--- src/rtl/memory_stage_pkg.sv ---
// Shared types for the memory stage: pipeline records,
// data-bus request/response, status codes and FSM states.
package memory_stage_pkg;

  typedef logic [2:0] stat_t;
  localparam stat_t STAT_AOK  = 3'd0;
  localparam stat_t STAT_HLT  = 3'd1;
  localparam stat_t STAT_INS  = 3'd2;
  localparam stat_t STAT_ADEL = 3'd3;
  localparam stat_t STAT_ADES = 3'd4;

  localparam logic [5:0] OP_ADDIU = 6'h09;
  localparam logic [5:0] OP_LW    = 6'h23;
  localparam logic [5:0] OP_SW    = 6'h2b;

  typedef logic [1:0] msize_t;
  localparam msize_t MSIZE1 = 2'd0;
  localparam msize_t MSIZE2 = 2'd1;
  localparam msize_t MSIZE4 = 2'd2;

  typedef struct packed {
    logic [31:0] valE;
    logic [31:0] valA;
    logic [4:0]  dstE;
    logic [4:0]  dstM;
    logic [5:0]  opcode;
    logic [5:0]  funct;
    stat_t       stat;
    logic [31:0] pc;
  } plr_m_t;

  typedef struct packed {
    logic [31:0] valE;
    logic [31:0] valM;
    logic [4:0]  dstE;
    logic [4:0]  dstM;
    stat_t       stat;
    logic [31:0] pc;
  } plr_w_t;

  typedef struct packed {
    logic        valid;
    logic [31:0] addr;
    msize_t      size;
    logic [3:0]  strobe;
    logic [31:0] data;
  } dbus_req_t;

  typedef struct packed {
    logic        addr_ok;
    logic        data_ok;
    logic [31:0] data;
  } dbus_resp_t;

  typedef enum logic [1:0] {
    IDLE, ADDR, DATA, HOLD
  } ms_state_t;

  function automatic logic is_mem_op(
    input logic [5:0] op
  );
    return (op == OP_LW) || (op == OP_SW);
  endfunction

endpackage

--- src/rtl/memory_stage_req_gen.sv ---
// Combinational translation of an execute record into a
// data-bus request plus a word-misalignment flag.
import memory_stage_pkg::*;

module mem_req_gen #(
  parameter bit ALIGN_CHECK = 1'b1
) (
  input  logic [31:0] vale_i,
  input  logic [31:0] vala_i,
  input  logic [5:0]  opcode_i,
  output dbus_req_t   req_o,
  output logic        misalign_o
);

  logic mem;
  logic sw;

  always_comb begin
    mem = is_mem_op(opcode_i);
    sw  = (opcode_i == OP_SW);
    misalign_o = ALIGN_CHECK && mem &&
                 (vale_i[1:0] != 2'b00);
    req_o        = '0;
    req_o.valid  = mem & ~misalign_o;
    // Without the check the low bits are simply dropped
    req_o.addr   = ALIGN_CHECK ? vale_i
                 : {vale_i[31:2], 2'b00};
    req_o.size   = MSIZE4;
    req_o.strobe = sw ? 4'hF : 4'h0;
    req_o.data   = sw ? vala_i : '0;
  end

endmodule

--- src/rtl/memory_stage.sv ---
// Memory stage: accepts plr_m, runs the LW/SW bus
// transaction and presents plr_w to writeback.
import memory_stage_pkg::*;

module memory_stage #(
  parameter bit ALIGN_CHECK = 1'b1
) (
  input  logic       clk,
  input  logic       resetn,
  input  logic       in_valid,
  output logic       in_ready,
  input  plr_m_t     r_m,
  output dbus_req_t  dreq,
  input  dbus_resp_t dresp,
  output logic       out_valid,
  input  logic       out_ready,
  output plr_w_t     r_w
);

  ms_state_t state_q, state_d;
  plr_w_t    r_w_q;
  dbus_req_t dreq_q;
  dbus_req_t req_w;
  logic      lw_q;
  logic      misalign;
  logic      aerr;
  logic      go_bus;
  logic      accept;
  logic      data_done;
  logic      unused_funct;

  mem_req_gen #(
    .ALIGN_CHECK(ALIGN_CHECK)
  ) u_req (
    .vale_i    (r_m.valE),
    .vala_i    (r_m.valA),
    .opcode_i  (r_m.opcode),
    .req_o     (req_w),
    .misalign_o(misalign)
  );

  assign unused_funct = ^r_m.funct;

  // An earlier exception keeps its own status
  assign aerr   = misalign & (r_m.stat == STAT_AOK);
  assign go_bus = req_w.valid & (r_m.stat == STAT_AOK);

  always_comb begin
    in_ready = (state_q == IDLE) |
               ((state_q == HOLD) & out_ready);
    accept = in_valid & in_ready;
    data_done = dresp.data_ok &
                ((state_q == DATA) |
                 ((state_q == ADDR) & dresp.addr_ok));
    state_d = state_q;
    unique case (state_q)
      IDLE: if (accept)
              state_d = go_bus ? ADDR : HOLD;
      ADDR: if (dresp.addr_ok)
              state_d = dresp.data_ok ? HOLD : DATA;
      DATA: if (dresp.data_ok)
              state_d = HOLD;
      HOLD: if (out_ready)
              state_d = !accept ? IDLE
                      : go_bus  ? ADDR : HOLD;
      default: state_d = IDLE;
    endcase
  end

  always_ff @(posedge clk or negedge resetn) begin
    if (!resetn) begin
      state_q <= IDLE;
      r_w_q   <= '0;
      dreq_q  <= '0;
      lw_q    <= 1'b0;
    end else begin
      state_q <= state_d;
      if (accept) begin
        r_w_q.valE <= r_m.valE;
        r_w_q.valM <= '0;
        r_w_q.pc   <= r_m.pc;
        r_w_q.dstE <= aerr ? '0 : r_m.dstE;
        r_w_q.dstM <= aerr ? '0 : r_m.dstM;
        r_w_q.stat <= !aerr ? r_m.stat
                    : (r_m.opcode == OP_LW)
                    ? STAT_ADEL : STAT_ADES;
        dreq_q       <= req_w;
        dreq_q.valid <= go_bus;
        lw_q         <= (r_m.opcode == OP_LW);
      end
      if ((state_q == ADDR) && dresp.addr_ok)
        dreq_q.valid <= 1'b0;
      if (data_done)
        r_w_q.valM <= lw_q ? dresp.data : '0;
    end
  end

  assign dreq      = dreq_q;
  assign r_w       = r_w_q;
  assign out_valid = (state_q == HOLD);

endmodule

--- config.mk ---
export PLATFORM = sky130hd
export DESIGN_NAME = memory_stage
export DESIGN_NICKNAME = d
export VERILOG_FILES = /design/src/rtl/memory_stage_pkg.sv /design/src/rtl/memory_stage_req_gen.sv /design/src/rtl/memory_stage.sv
export SDC_FILE = /design/constraint.sdc
export NUM_CORES = 1
export LEC_CHECK = 0
export ABC_CLOCK_PERIOD_IN_PS = 2200
export CELL_PAD_IN_SITES_DETAIL_PLACEMENT = 0
export CELL_PAD_IN_SITES_GLOBAL_PLACEMENT = 2
export CORE_UTILIZATION = 21
export CTS_CLUSTER_SIZE = 40
export DETAILED_ROUTE_END_ITERATION = 16
export PLACE_DENSITY_LB_ADDON = 0.3
export SLEW_MARGIN = 25
export SYNTH_ARGS = -nofsm -noshare
export SYNTH_HDL_FRONTEND = slang
export SYNTH_SLANG_ARGS = --single-unit
--- constraint.sdc ---
create_clock -name clk -period 2.2 [get_ports clk]
set_input_delay 0.55 -clock clk [delete_from_list [all_inputs] [get_ports clk]]
set_output_delay 0.55 -clock clk [all_outputs]
set_load 0.02 [all_outputs]
* Yosys cells after proc, flatten, opt, wreduce, memory -nomap -nowiden
Index checks and enable logic that the tools add are counted.
Word-level totals: register bits 150, input port bits 159, output and inout port bits 182
Cells by class: equal/unequal tests 9, multiplexer cells 19, bitwise logic cells 10, reductions and logical operators 9
Operators by type and width (number):
- $mux 32 | 3
- $mux 77 | 1
- $mux 71 | 1
- $eq 6x6->1 const B | 2
- $mux 2 | 6
- $mux 5 | 2
- $pmux 2 s4 | 1
- $and 1x1->1 | 7
- $mux 3 | 2
- $ne 2x2->1 const B | 3
- $reduce_bool 2->1 | 3
- $eq 2x2->1 const B | 2
- $mux 4 | 1
- $reduce_and 4->1 | 1
- $logic_not 3->1 | 1
- $eq 2x1->1 const B | 1
- $logic_and 1x1->1 | 2
- $logic_not 2->1 | 1
- $mux 1 | 2
- $ne 2x1->1 const B | 1
- $or 1x1->1 | 2
- $logic_or 1x1->1 | 1
- $not 1->1 | 1

* Longest topological paths before layout
word-level depth 10, mapped depth 7, depth with buffers taken out 4

* By module
From an unflattened synthesis, not the netlist that was laid out.
Second synthesis, totals: cells, all modules 833, area total of the unflattened synthesis 8027.7 sq um
By module, submodules not included:
- memory_stage | instances 1, cells an instance 711, area each 7145.6 sq um
- mem_req_gen | instances 1, cells an instance 122, area each 882.1 sq um

* Worst setup path after synthesis
No wires, ideal clock.
path type input to register, start point input port r_m[32] (netlist name), end point register r_w_q, in the netlist r_w[32], arrival time 1.825 ns, required time 2.117 ns, path slack 0.292 ns, cell stages on the path 4, path buffers 0, path through or3_1 or4_4 or4_1 o21ai_0
On the way: word-level cells in the longest chain between the ends 3
RTL lines:
- start: declaration | line memory_stage.sv:12 | input plr_m_t r_m,
- $logic_not 3->1 | line memory_stage.sv:45 | assign aerr = misalign & (r_m.stat == STAT_AOK);
- $and 1x1->1 | line memory_stage.sv:45
- $mux 3 (*) | line memory_stage.sv:84 | r_w_q.stat <= !aerr ? r_m.stat
- end: declaration | line memory_stage.sv:21 | plr_w_t r_w_q;
Mark *: on every way between the ends. The rest lies on a longest branch, timed or not. A chain may end at the register's enable or synchronous reset.

* Worst setup path after layout
start point input port out_ready, end point output port in_ready
On the way: word-level cells in the longest chain between the ends 2
RTL lines:
- start: declaration | line memory_stage.sv:16 | input logic out_ready,
- $and 1x1->1 | line memory_stage.sv:50 | ((state_q == HOLD) & out_ready);
- $or 1x1->1 | line memory_stage.sv:49 | in_ready = (state_q == IDLE) |
- end: declaration | line memory_stage.sv:11 | output logic in_ready,
Every way passes these cells.

==> metrics.txt <==
fin util 37.53%; met1 WL between 8 and 9 mm; CP Cell Sequence clkdlybuf4s50_1 > nand2_1 > a21oi_1 > buf_2; clk_skew 12.42 ps; sequential fraction of the synthesis area between 60 and 70%; IO Pins ~340; Core Region 0.02710 mm2; Via density 4.010; Starting DRT DRC Count approximately 260; via count 5,012; First-pass DRT Iterations 6; Die H between 150 and 200 um; final setup fails 0; detailed placement HPWL between 10 and 15 mm; Root Buffer clkbuf_16; CP startpoint kind primary input; number of distinct library cells after synthesis 32; DRC viols 0; Arr. time, crit path ~1500 ps; maxcap violations 0; syn_nets 713; later-pin clock latency in the skew report 420 ps; synthesized cell area 0.005834 mm2; DRT antenna net count 0; power share of the clock group 23.8%; grt total ovfl 0; sequential group share of total power 31.3%; Cell Int Power 7.749 mW; first-pass GRT wire length 30.20 mm; largest net degree at the start of global routing 72; GRT Total Usage 13.85%; I/O Buffers 333; Synth Area in Adders 0%; end point of the critical path in_ready; H-tree depth 4; hold-fix buffers at CTS 0; Worst VDD drop 0.0004508 V; most frequent cells in the layout clkdlybuf4s50_1, nand2_1, dfrtp_1; Area Overhead vs Synth 74.35%; Ant. Diodes 0; complex-gate fraction of the synthesized area 11.92%; Avg Cell Area, Syn about 11 um2; max layer used met4; routed len/inst 15.60 um; vias in the first global route between 5,000 and 6,000; die span in x between 150 and 200 um; placed insts between 1,000 and 1,500; CP endpoint kind primary output; combinational power share 45.0%; starting density of the core 21.53%; post-synthesis mux area share less than 1%; CP Max Fanout 3; CP max-delay cell clkdlybuf4s50_1; post-synthesis xor/xnor area fraction 0%; Post-Synthesis Cells between 500 and 600; layout cells sized above 1 7.517%; critical path class in2out; Worst R2R Path Depth 5; CP peak stage delay 490 ps; met3 wire len ~1.7 mm; Psw 4.819 mW; max frequency 482.1 MHz; Routability Congestion 0.7289; Hold WC Path Type in2async; metal2 WL ~9.2 mm; Simple-Gate Fraction of Synth Area 16.88%; WL final between 15 and 20 mm; fin nets 1,024; pwr/cell area 1236 mW/mm2; Tot Pwr 12.57 mW; Rows 60; status finished, final reports clean; FF-to-FF setup slack 440 ps; RSZ-0062 raised after global routing no; Worst EP required around 1700 ps; TritonCTS buffer count 17; worst rel slew slack 64.47%; final worst path period share 94.28%; sw frac a little under two fifths; FF-to-FF End r_w[33]$_DFFE_PN0P_; Non-Filler Instances 1,250; Worst-Margin Slew ~530 ps; die area between 0.02 and 0.03 mm2; Hold Fails Final Rpt 0; clk sinks 147; Reg clk slew, reported paths 70 ps; FF+latch count, synth 147; Warnings, synthesis 0; largest family of logic cells by synthesized area simple AND/OR/NAND/NOR gates; antenna violations before repair 0; Critical path origin out_ready; Final Max Slew Viols 0; TritonCTS clock tree yes; Static Leakage 4.591 nW; commonest non-fill, non-tap cell in the layout clkdlybuf4s50_1; fin crit period about 2100 ps; setup TNS 0 ps; Clock Path Buffers 2; R2R Path Start state_q[0]$_DFFE_PN0P_
[synth_stat cells]
cell type | instances | area [um2]
or4_4 | 1 | 11.26
or4b_1 | 1 | 10.01
buf_4 | 36 | 270.3
nor2b_1 | 2 | 12.51
mux2i_1 | 4 | 40.04
a22o_1 | 64 | 560.5
nand2b_1 | 5 | 31.28
or4_1 | 3 | 22.52
a2bb2oi_1 | 1 | 8.760
a21oi_1 | 2 | 10.01
and3_1 | 1 | 6.260
a211oi_1 | 1 | 7.510
or3_1 | 2 | 12.51
clkbuf_1 | 7 | 26.28
nor3b_1 | 1 | 7.510
a21o_1 | 2 | 15.01
and2_1 | 1 | 6.260
nor2_1 | 6 | 22.52
o22ai_1 | 1 | 6.260
a211o_1 | 1 | 8.760
o21ai_0 | 14 | 70.07
nor2_2 | 1 | 6.260
nand2_1 | 219 | 822.0
buf_2 | 21 | 105.1
nor3_1 | 1 | 5.000
mux2_2 | 1 | 11.26
dfrtp_1 | 147 | 3679
conb_1 | 1 | 3.750
buf_1 | 3 | 11.26
inv_1 | 2 | 7.510
a311oi_1 | 1 | 8.760
nor4b_1 | 1 | 8.760
[routing by layer]
metal,up-vias,global-route usage [%]
met5,-,0
li1,2424,-
met4,0,3.083
met2,207,22.28
met3,6,5.798
met1,2375,17.22
[kinds of logic after synthesis]
kind of cell,Yosys count
AOI/OAI and AO/OA,87
DFF,147
other,1
muxes,5
and+or+nand+nor,245
buffers and inverters,69
[worst max-delay path: cells and delay by family]
kind / cells / cell delay [ps]
AO/OA/AOI/OAI: 1 / 200
buffers and inverters: 2 / 700
AND/OR/NAND/NOR: 1 / 80
[layout make-up]
type                    count  area [um2]
clock buffers              18       439.2
clock inverters            14       161.4
fillers                  2726       16930
inverters                   2       7.507
multi-input cells         338        1759
flip-flops and latches    147        3679
well taps                 372       465.4
repair buffers            359        3661
[sequential cells by signal, indices dropped and copies added (netlist names)]
register	cells
r_w	77
dreq	67
state_q	2
lw_q	1
[power by group through the flow]
stage | logic [mW] | clock network [mW] | registers [mW]
floorplan | 2.12 | 0 | 4.79
global placement | 5.78 | 0 | 3.98
detailed placement | 5.77 | 0 | 4.00
CTS | 5.76 | 3.11 | 3.96
global route | 6.11 | 3.24 | 4.05
finish | 5.65 | 2.99 | 3.93
[stage by stage]
stage / worst slack, ps / instance area, um2 / hold slack, ps
after CTS: 95.17 / 10170 / 97.75
after global placement: -327.9 / 9578 / 449.3
after floorplan: 292.5 / 5834 / 254.4
final: 125.9 / 10170 / 95.14
after global routing: 21.16 / 10170 / 112.1
after detailed placement: -346.2 / 9578 / 452.4
[worst min-delay path by stage]
stage                                 to                 start
floorplan            dreq[0]$_DFFE_PN0P_                resetn
global placement    dreq[37]$_DFFE_PN0P_  dreq[37]$_DFFE_PN0P_
detailed placement  dreq[37]$_DFFE_PN0P_  dreq[37]$_DFFE_PN0P_
CTS                  r_w[56]$_DFFE_PN0P_                resetn
global route         r_w[56]$_DFFE_PN0P_                resetn
finish               r_w[56]$_DFFE_PN0P_                resetn
[what timing repair did]
item,4_1_cts,5_1_grt
endpoints found under the setup margin,2,0
endpoints found under the hold margin,0,0
resized for setup,5,0
buffers inserted,0,0
Note: power is estimated with default switching activity, not from simulation.
